--- src/rtl/return_change_timer_pkg.sv ---
// rtl/return_change_timer_pkg.sv - shared sizes, timer reload value and FSM state encoding
package return_change_timer_pkg;

  localparam int kNumCoins  = 3;
  localparam int kNumItems  = 4;
  localparam int kTotalBits = 31;

  localparam logic [31:0] kWaitTime = 32'd10;

  typedef enum logic {
    kStateCount  = 1'b0,
    kStateReturn = 1'b1
  } state_t;

  // Denominations are 32-bit, so the balance is zero-extended before comparing.
  function automatic logic [31:0] widen_total(input logic [kTotalBits-1:0] total);
    return {{(32-kTotalBits){1'b0}}, total};
  endfunction

endpackage

--- src/rtl/coin_selector.sv ---
// rtl/coin_selector.sv - picks the largest denomination that fits the balance, or none
module coin_selector
  import return_change_timer_pkg::*;
(
  input  logic [kTotalBits-1:0]     i_total,
  input  logic [kNumCoins-1:0][31:0] i_coin_value,
  output logic [kNumCoins-1:0]      o_coin
);

  logic [31:0] w_total;

  assign w_total = widen_total(i_total);

  // Denominations ascend by index, so the last fitting index wins.
  always_comb begin
    o_coin = '0;
    for (int i = 0; i < kNumCoins; i++) begin
      if (i_coin_value[i] <= w_total) begin
        o_coin    = '0;
        o_coin[i] = 1'b1;
      end
    end
  end

endmodule

--- src/rtl/return_change_timer.sv ---
// rtl/return_change_timer.sv - inactivity timer and one-coin-per-cycle change return FSM
module return_change_timer
  import return_change_timer_pkg::*;
(
  input  logic                      clk,
  input  logic                      reset,
  input  logic [kNumCoins-1:0]      i_input_coin,
  input  logic                      i_trigger_return,
  input  logic [kNumItems-1:0]      o_output_item,
  input  logic [kTotalBits-1:0]     current_total,
  input  logic [kNumCoins-1:0][31:0] coin_value,
  output logic [31:0]               wait_time,
  output logic [kNumCoins-1:0]      o_return_coin,
  output logic                      o_return_busy
);

  state_t      r_state;
  logic [31:0] r_wait_time;
  logic        r_busy;

  logic [kNumCoins-1:0] w_pick;
  logic                 w_activity;
  logic                 w_drained;

  coin_selector u_coin_selector (
    .i_total      (current_total),
    .i_coin_value (coin_value),
    .o_coin       (w_pick)
  );

  assign w_activity = (|i_input_coin) | (|o_output_item);
  assign w_drained  = ~(|w_pick);

  // Kept combinational so the coin always tracks the balance it is paid from.
  assign o_return_coin = (r_state == kStateReturn) ? w_pick : '0;
  assign o_return_busy = r_busy;
  assign wait_time     = reset ? 32'd0 : r_wait_time;

  always_ff @(posedge clk or posedge reset) begin
    if (reset) begin
      r_state     <= kStateCount;
      r_wait_time <= kWaitTime;
      r_busy      <= 1'b0;
    end else begin
      case (r_state)
        kStateCount: begin
          if (i_trigger_return) begin
            r_state     <= kStateReturn;
            r_wait_time <= 32'd1;
            r_busy      <= 1'b1;
          end else if (w_activity) begin
            r_wait_time <= kWaitTime;
          end else if (r_wait_time == 32'd1) begin
            r_state <= kStateReturn;
            r_busy  <= 1'b1;
          end else begin
            r_wait_time <= r_wait_time - 32'd1;
          end
        end
        kStateReturn: begin
          // Holding at 1 keeps the calculation stage applying return deductions.
          if (w_drained) begin
            r_state     <= kStateCount;
            r_wait_time <= kWaitTime;
            r_busy      <= 1'b0;
          end else begin
            r_wait_time <= 32'd1;
          end
        end
        default: begin
          r_state     <= kStateCount;
          r_wait_time <= kWaitTime;
          r_busy      <= 1'b0;
        end
      endcase
    end
  end

endmodule

--- config.mk ---
export PLATFORM = sky130hd
export DESIGN_NAME = return_change_timer
export DESIGN_NICKNAME = d
export VERILOG_FILES = /design/src/rtl/return_change_timer_pkg.sv /design/src/rtl/coin_selector.sv /design/src/rtl/return_change_timer.sv
export SDC_FILE = /design/constraint.sdc
export NUM_CORES = 1
export LEC_CHECK = 0
export ABC_CLOCK_PERIOD_IN_PS = 3200
export CAP_MARGIN = 10
export CELL_PAD_IN_SITES_DETAIL_PLACEMENT = 2
export CELL_PAD_IN_SITES_GLOBAL_PLACEMENT = 2
export CORE_ASPECT_RATIO = 0.7
export CORE_MARGIN = 4
export CORE_UTILIZATION = 36
export CTS_CLUSTER_SIZE = 40
export DETAILED_ROUTE_END_ITERATION = 6
export DONT_BUFFER_PORTS = 1
export PLACE_DENSITY_LB_ADDON = 0.1
export SLEW_MARGIN = 20
export SYNTH_ARGS = -nofsm -noshare
export SYNTH_HDL_FRONTEND = slang
export SYNTH_SLANG_ARGS = --single-unit
export TNS_END_PERCENT = 5
--- constraint.sdc ---
create_clock -name clk -period 3.2 [get_ports clk]
set_input_delay 0.32 -clock clk [delete_from_list [all_inputs] [get_ports clk]]
set_output_delay 0.32 -clock clk [all_outputs]
set_load 0.01 [all_outputs]
* Word level (Yosys, flattened, before mapping)
Index checks and enable logic that the tools add are counted.
W data, S select, Z words.
** Operators by class
- $add $sub $neg :: 1
- Order comparisons :: 3
- Eq/ne operators :: 5
- Mux-type cells :: 20
- Bitwise logic cells :: 2
- Reduce and logical (&&, ||, !) cells :: 4
** Operators with widths (count)
- $mux W32 :: 4
- $le A32 B31 Y1 :: 3
- $pmux W32 S2 :: 1
- $eq A32 B1 Y1 const B :: 1
- $sub A32 B1 Y32 const B :: 1
- $mux W1 :: 9
- $mux W3 :: 2
- $ne A3 B3 Y1 const B :: 2
- $reduce_or A3 Y1 :: 2
- $mux W4 :: 1
- $ne A4 B4 Y1 const B :: 1
- $pmux W1 S2 :: 2
- $reduce_or A4 Y1 :: 1
- $reduce_and A3 Y1 :: 1
- $mux W2 :: 1
- $ne A2 B2 Y1 const B :: 1
- $not A1 Y1 :: 1
- $or A1 B1 Y1 :: 1
** Storage, ports and cells
- Register bits after elaboration :: 34
- Input bits :: 137
- Output and inout bits :: 36

* Logic depth before layout (Yosys ltp)
Gate-level depths: netlist (run 1).
- Depth in word-level cells :: 7
- Depth in mapped cells :: 9
- Depth with buffers taken out :: 9

* Modules after synthesis
From an unflattened synthesis (run 1), not the netlist that was laid out.
** Unflattened totals
- Cell total of the unflattened synthesis :: 527
- Area total of the unflattened synthesis :: 4376.7 um2
** By module, submodules not included
- return_change_timer :: instances 1, cells an instance 254, area an instance 2194.6 um2
- coin_selector :: instances 1, cells an instance 273, area an instance 2182.1 um2

* Worst setup path after synthesis (run 1)
OpenSTA, ideal clock, no wires.
- Path type :: input to output
- Start :: in current_total[25]
- End :: out o_return_coin[0]
- Data arrival time :: 2.291 ns
- Path slack :: 0.589 ns
- Cell stages on the path :: 8
- Cells stage by stage :: inv_1 ha_1 nand4_1 or4b_1 nor4_1 nand3_1 o21ai_0 nor4b_1
** On the way
- Longest elaborated chain between the ends :: 5
** RTL lines
- from (decl) :: line return_change_timer.sv:10 : input logic [kTotalBits-1:0] current_total,
- $le A32 B31 Y1 :: line coin_selector.sv:18 : if (i_coin_value[i] <= w_total) begin
- $mux W1 :: line coin_selector.sv:18
- $mux W2 :: line coin_selector.sv:18
- $mux W3 * :: line coin_selector.sv:18
- $mux W3 * :: line return_change_timer.sv:35 : assign o_return_coin = (r_state == kStateReturn) ? w_pick : '0;
- to (decl) :: line return_change_timer.sv:13 : output logic [kNumCoins-1:0] o_return_coin,
Mark *: on every way between the ends. The rest lies on a longest branch, timed or not.

* Worst setup path in the final report (run 1)
- Start :: in current_total[30]
- End :: out o_return_coin[0]
Same word-level chain as after synthesis.

==> Flow_metrics.wiki, run 1 <==
{| class="wikitable"
! Metric !! Value
|-
| Outcome || completed
|-
| Residual DRC count || 0
|-
| Total buffers and inverters traversed by the critical path || 2
|-
| Length of routed wiring on met1 || 6754 um
|-
| Delay of the slowest cell on the worst path || 540 ps
|-
| Worst ir drop on vdd || 191.0 uV
|-
| Timing-limited maximum frequency || 333.4 MHz
|-
| Root Buffer Master || clkbuf_16
|-
| Final net count || 739
|-
| Area grow syn2layout || 8.218%
|-
| Die X || 137.8 um
|-
| Measured slew at the worst slew-check pin || 716.1 ps
|-
| Leakage power || 2.143 nW
|-
| Setup slack on the worst flop-to-flop path || 440 ps
|-
| Delay-heaviest family, CP || simple AND/OR/NAND/NOR gates
|-
| Largest net degree at the start of global routing || 34
|-
| Synthesized area || 4248 um2
|-
| Type of the tightest min-delay check || input port to flop
|-
| Leading cell type in the layout, fill and taps excluded || ha_1
|-
| Final Max Slew Viols || 0
|-
| Quantity of gates resized following cts || 0
|-
| Number of search-and-repair iterations in the first detailed-routing pass || 4
|-
| Setup Fix Bufs, Post-CTS || 0
|-
| Number of synthesized register bits || 34
|-
| Minimum period implied by the final worst setup slack || 2999 ps
|-
| H-tree lvl count || 2
|-
| Routed length on met2 || 6858 um
|-
| Clock slew at reported path FFs || 50 ps
|-
| Number of port buffers || 0
|-
| Number of cells produced by synthesis || 502
|-
| Die Outline Area || 13630 um2
|-
| Number of distinct library cells after synthesis || 51
|-
| Half-perimeter wire length after detailed placement || 12880 um
|-
| Fraction of final layout cells sized beyond drive strength 1 || 5.315%
|-
| Highest metal layer with signal wires || met4
|-
| Dominant combinational cell family by area after synthesis || adder cells
|-
| Global-route congestion overflow total || 0
|-
| Worst Path Arrival || 2680 ps
|-
| Type of origin of the critical path || input port
|-
| Critical path class || input port to primary output
|-
| Proportion of synthesized chip area in sequential cells || 20.09%
|-
| Worst path slowest cell || nor4_1
|-
| Peak fanout along the critical path || 3
|-
| Unrepaired setup endpoints after global routing || false
|-
| Total power divided by cell area || 347.1 nW/um2
|-
| Xor and xnor fraction of the mapped netlist area || 5.567%
|-
| Antenna violations before repair || 0
|-
| Total length of routed wires || 14820 um
|-
| Max Buffers Root-to-Sink || 2
|-
| Via density || 5.775
|-
| Worst skew pair latency || 290 ps
|-
| Number of I/O pins || 173
|-
| Aggregate global-route resource usage || 22.14%
|-
| Cell Count Post-Placement || 652
|-
| Number of placement rows || 32
|-
| Hold Fails Final Rpt || 0
|-
| Diodes inserted || 0
|-
| Count of nets left with antenna violations after detail routing || 0
|-
| Portion of the clock cycle consumed by the worst path in the final layout || 93.72%
|-
| Commonest cells after routing, fill and taps aside || ha_1 (95), nor2_1 (45), inv_1 (42)
|-
| Clock sink count || 34
|-
| Multiplexer area fraction after synthesis || 0%
|-
| Simple-gate share of the synthesized area || 27.92%
|-
| Post-Layout Cell Count || 661
|-
| Routed wirelength normalized by instance count || 22.41 um
|-
| Critical path capture point type || primary output
|-
| Post-synth EDFFs || 0
|-
| Vias in the first global route || 4340
|-
| Worst Path Required || 2880 ps
|-
| Initial Util || 37.76%
|-
| Async set-reset flop share out of synthesis || 100.0%
|-
| Adder-cell area share of the yosys netlist || 27.98%
|-
| Count of warnings emitted by yosys || 0
|-
| Final Setup Violations || 0
|-
| Compound-cell area share of the yosys netlist || 13.93%
|-
| Vert. Die Dim || 98.88 um
|-
| Final clock skew || 8.549 ps
|-
| RePlAce Congestion || 0.7990
|-
| Relative slew slack || 52.04%
|-
| Net count of the mapped netlist || 734
|-
| Cell chain of the critical path || inv_1 > ha_1 > nand4_1 > or4b_1 > nor4_1 > nand3_1 > o21ai_0 > nor4b_1 > buf_4
|-
| Primary flip-flop cell chosen by synthesis mapping || dfrtp_1
|-
| Mean instance size in the synthesized netlist || 8.462 um2
|-
| Setup tns final || 0 ps
|-
| Detailed route wirelength on metal3 || 1143 um
|-
| Initial DRC count || 170
|-
| Number of CTS-inserted buffers || 5
|-
| First-pass GRT wire length || 23930 um
|-
| Clock tree from TritonCTS || done
|-
| Detailed-route via count || 3817
|-
| Total core area || 11250 um2
|-
| Max-cap check violation count || 0
|}
-- registers in the layout, indices dropped and copies added, names as in the netlist --
| name | flops |
|---|---|
| o_return_busy | 1 |
| r_state | 1 |
| r_wait_time | 32 |
-- layout make-up --
class                      instances  area (um2)
tap                              153       191.4
inverter                          42       157.7
clock inverter                     2       12.51
clock buffer                       6       138.9
timing repair buffer               5       40.04
sequential                        34       853.3
fill                            1274        6654
multi-input combinational        419        3203
-- what timing repair did --
item / CTS / global route
setup endpoints to repair: 0 / 0
hold endpoints to repair: 11 / 0
hold buffers: 1 / 0
-- through the flow --
stage	instance area [um2]	utilization, %	worst slack, ps	power, mW	hold WS, ps
6_report	4597	40.86	201.0	1.596	241.1
5_1_grt	4597	40.86	57.42	1.735	264.3
4_1_cts	4597	40.86	237.7	1.618	235.3
3_5_place_dp	4436	39.42	208.9	1.100	256.5
3_3_place_gp	4436	39.42	362.2	1.059	258.2
2_1_floorplan	4248	-	589.5	0.9332	501.5
-- worst reg2reg max path: stages, from the launching register on --
cell and delay, ps:
dfrtp_1 450, or4_1 740, nor4_4 470, a31oi_1 350
nand2_1 310, nor4_1 100, xnor2_1 160, nor2_1 60
-- where the power goes --
group	leakage [nW]	switching, mW	internal [mW]
clock network	0.0729	0.195	0.308
logic	1.61	0.375	0.239
registers	0.460	0.0256	0.453
-- layer usage --
metal | GRT usage [%] | up-vias
met5 | 0 | -
met4 | 2.278 | 0
met3 | 7.143 | 8
met2 | 36.62 | 112
met1 | 29.23 | 1864
li1 | - | 1833
-- cells in the mapped netlist (9+ instances only) --
library cell / instances / share of area [%]
a211oi_1: 9 / 1.6
a21oi_1: 36 / 4.2
dfrtp_1: 32 / 19
ha_1: 95 / 28
inv_1: 42 / 3.7
nand2_1: 31 / 2.7
nand3_1: 14 / 1.6
nand4_1: 19 / 2.8
nor2_1: 45 / 4.0
nor2b_1: 35 / 5.2
nor3_1: 13 / 1.5
o21ai_0: 15 / 1.8
xnor2_1: 12 / 2.5
xor2_1: 15 / 3.1
-- final timing paths --
path,from,end,depth (start not counted)
worst min-delay path,i_trigger_return,r_state,2
max in group asynchronous,reset,r_wait_time[1],3
worst max register to register,r_wait_time[9],r_wait_time[16],7
worst min register to register,r_wait_time[12],r_wait_time[12],2
worst max-delay path,current_total[30],o_return_coin[0],9
min in group asynchronous,reset,r_wait_time[29],2
-- kinds of logic after synthesis --
group,after synthesis
xor+xnor,27
flops,34
compound gates,92
simple gates,205
buf+inv,49
fa+ha+maj,95
Note: power is estimated with default switching activity, not from simulation.
==> run 2, diff against run 1 <==
--- a/config.mk
+++ b/config.mk
@@ -16,6 +16,7 @@
 export DETAILED_ROUTE_END_ITERATION = 6
 export DONT_BUFFER_PORTS = 1
 export PLACE_DENSITY_LB_ADDON = 0.1
+export SETUP_SLACK_MARGIN = 0.4
 export SLEW_MARGIN = 20
 export SYNTH_ARGS = -nofsm -noshare
 export SYNTH_HDL_FRONTEND = slang
==> Flow_metrics.wiki, run 2 (same netlist as run 1, synthesis figures left out) <==
{| class="wikitable"
! Metric !! Value
|-
| Peak fanout along the critical path || 3
|-
| Half-perimeter wire length after detailed placement || 12880 um
|-
| Number of CTS-inserted buffers || 5
|-
| Crit Reg-Reg Endpoint || r_wait_time[31]
|-
| Type of origin of the critical path || input port
|-
| Number of placement rows || 32
|-
| Unrepaired setup endpoints after global routing || true
|-
| Antenna violations before repair || 0
|-
| Leading cell type in the layout, fill and taps excluded || ha_1
|-
| Initial DRC count || 146
|-
| Critical path class || input port to primary output
|-
| Setup slack on the worst flop-to-flop path || 470 ps
|-
| Cell Count Post-Placement || 652
|-
| Post-Layout Cell Count || 662
|-
| Relative slew slack || 56.48%
|-
| Area of placed instances || 4436 um2
|-
| Total core area || 11250 um2
|-
| First-pass GRT wire length || 24030 um
|-
| Fraction of final layout cells sized beyond drive strength 1 || 6.090%
|-
| Commonest cells after routing, fill and taps aside || ha_1 (95), nor2_1 (45), inv_1 (42)
|-
| Initial Util || 37.76%
|-
| Die Outline Area || 13630 um2
|-
| Count of nets left with antenna violations after detail routing || 0
|-
| Max-cap check violation count || 0
|-
| Number of search-and-repair iterations in the first detailed-routing pass || 4
|-
| Post-route cell area || 4629 um2
|-
| Worst ir drop on vdd || 188.2 uV
|-
| Max reg flops || 32
|-
| RePlAce Congestion || 0.7990
|-
| Max Buffers Root-to-Sink || 2
|-
| Type of the tightest min-delay check || input port to flop
|-
| Total length of routed wires || 14920 um
|-
| Outcome || completed
|-
| Clock slew at reported path FFs || 50 ps
|-
| Post-route core utilization || 41.15%
|-
| Sink of the worst hold path || r_state
|-
| Area grow syn2layout || 8.984%
|-
| Minimum period implied by the final worst setup slack || 2787 ps
|-
| Reg2reg path depth || 7
|-
| Vert. Die Dim || 98.88 um
|-
| Reg2reg start || r_wait_time[2]
|-
| Total power || 1.605 mW
|-
| H-tree lvl count || 2
|-
| Root Buffer Master || clkbuf_16
|-
| Cell depth of the worst min-delay path || 2
|-
| Setup tns final || 0 ps
|-
| Measured slew at the worst slew-check pin || 647.9 ps
|-
| Leakage power || 2.159 nW
|-
| Worst Path Arrival || 2470 ps
|-
| Vias in the first global route || 4346
|-
| Number of I/O pins || 173
|-
| Diodes inserted || 0
|-
| Via density || 5.779
|-
| Routed wirelength normalized by instance count || 22.54 um
|-
| Timing-limited maximum frequency || 358.8 MHz
|-
| Portion of the clock cycle consumed by the worst path in the final layout || 87.10%
|-
| Clock tree from TritonCTS || done
|-
| Layout fillers || 1272
|-
| Critical path capture point type || primary output
|-
| Final Setup Violations || 0
|-
| Final net count || 740
|-
| Detailed-route via count || 3826
|-
| Final Max Slew Viols || 0
|-
| Number of port buffers || 0
|-
| Aggregate global-route resource usage || 22.25%
|-
| Largest net degree at the start of global routing || 34
|-
| Final clock skew || 8.069 ps
|-
| Clock sink count || 34
|-
| Hold Fails Final Rpt || 0
|-
| Hold path startpoint || i_trigger_return
|-
| Largest register by flop count || r_wait_time
|-
| Total power divided by cell area || 346.8 nW/um2
|-
| Global-route congestion overflow total || 0
|-
| Worst Path Required || 2880 ps
|-
| Die X || 137.8 um
|-
| Residual DRC count || 0
|-
| Worst skew pair latency || 290 ps
|}
[run 2: through the flow]
| step | hold WS (ps) | setup slack (ps) |
|---|---|---|
| detailed placement | 256.5 | 208.9 |
| global placement | 258.2 | 362.2 |
| floorplan | 501.5 | 589.5 |
| finish | 240.9 | 412.7 |
| global route | 264.3 | 302.9 |
| CTS | 235.3 | 395.3 |
[run 2: what timing repair did]
action                     4_1_cts  5_1_grt
setup endpoints to repair        2       11
gates cloned                     0        0
hold buffers                     1        0
resized for setup                3        2
hold endpoints to repair        11        0
buffers inserted                 0        1
pin swaps                        0        2
[run 2: where the power goes]
group	switching, mW	internal (mW)	leakage (nW)	total (mW)
combinational	0.381	0.242	1.63	0.624
sequential	0.0258	0.453	0.460	0.479
clock	0.195	0.308	0.0729	0.503
total	0.602	1.00	2.16	1.61
[run 2: worst max path at each step]
| stage | start | end | slack, ps |
|---|---|---|---|
| floorplan | current_total[25] | o_return_coin[0] | 590 |
| global placement | current_total[25] | o_return_coin[0] | 360 |
| detailed placement | current_total[30] | r_wait_time[0] | 210 |
| CTS | current_total[1] | o_return_coin[1] | 400 |
| global route | current_total[30] | o_return_coin[0] | 300 |
| finish | current_total[30] | o_return_coin[0] | 410 |
[run 2: worst max-delay path, cell delays in order]
cell and delay, ps:
inv_1 60, ha_1 310, nand4_1 90, or4b_1 580, nor4_4 360, nand3_1 140
o21ai_2 130, nor4b_1 270, buf_4 190
[run 2: cell type report]
cell class	count	area (um2)	share of cell area, %
inverters	42	157.7	3.405
repair buffers	6	47.55	1.027
multi-input cells	419	3228	69.73
well taps	153	191.4	4.135
flip-flops and latches	34	853.3	18.43
clock buffers	6	138.9	3.000
clock inverters	2	12.51	0.2703
[run 2: layer usage]
layer  routed length [um]  GRT usage [%]  vias up
met4                   60          2.278        0
met1                 6798          29.29     1866
met2                 6882          36.96      114
met3                 1183          7.143        8
met5                    0              0        -
li1                     -              -     1838
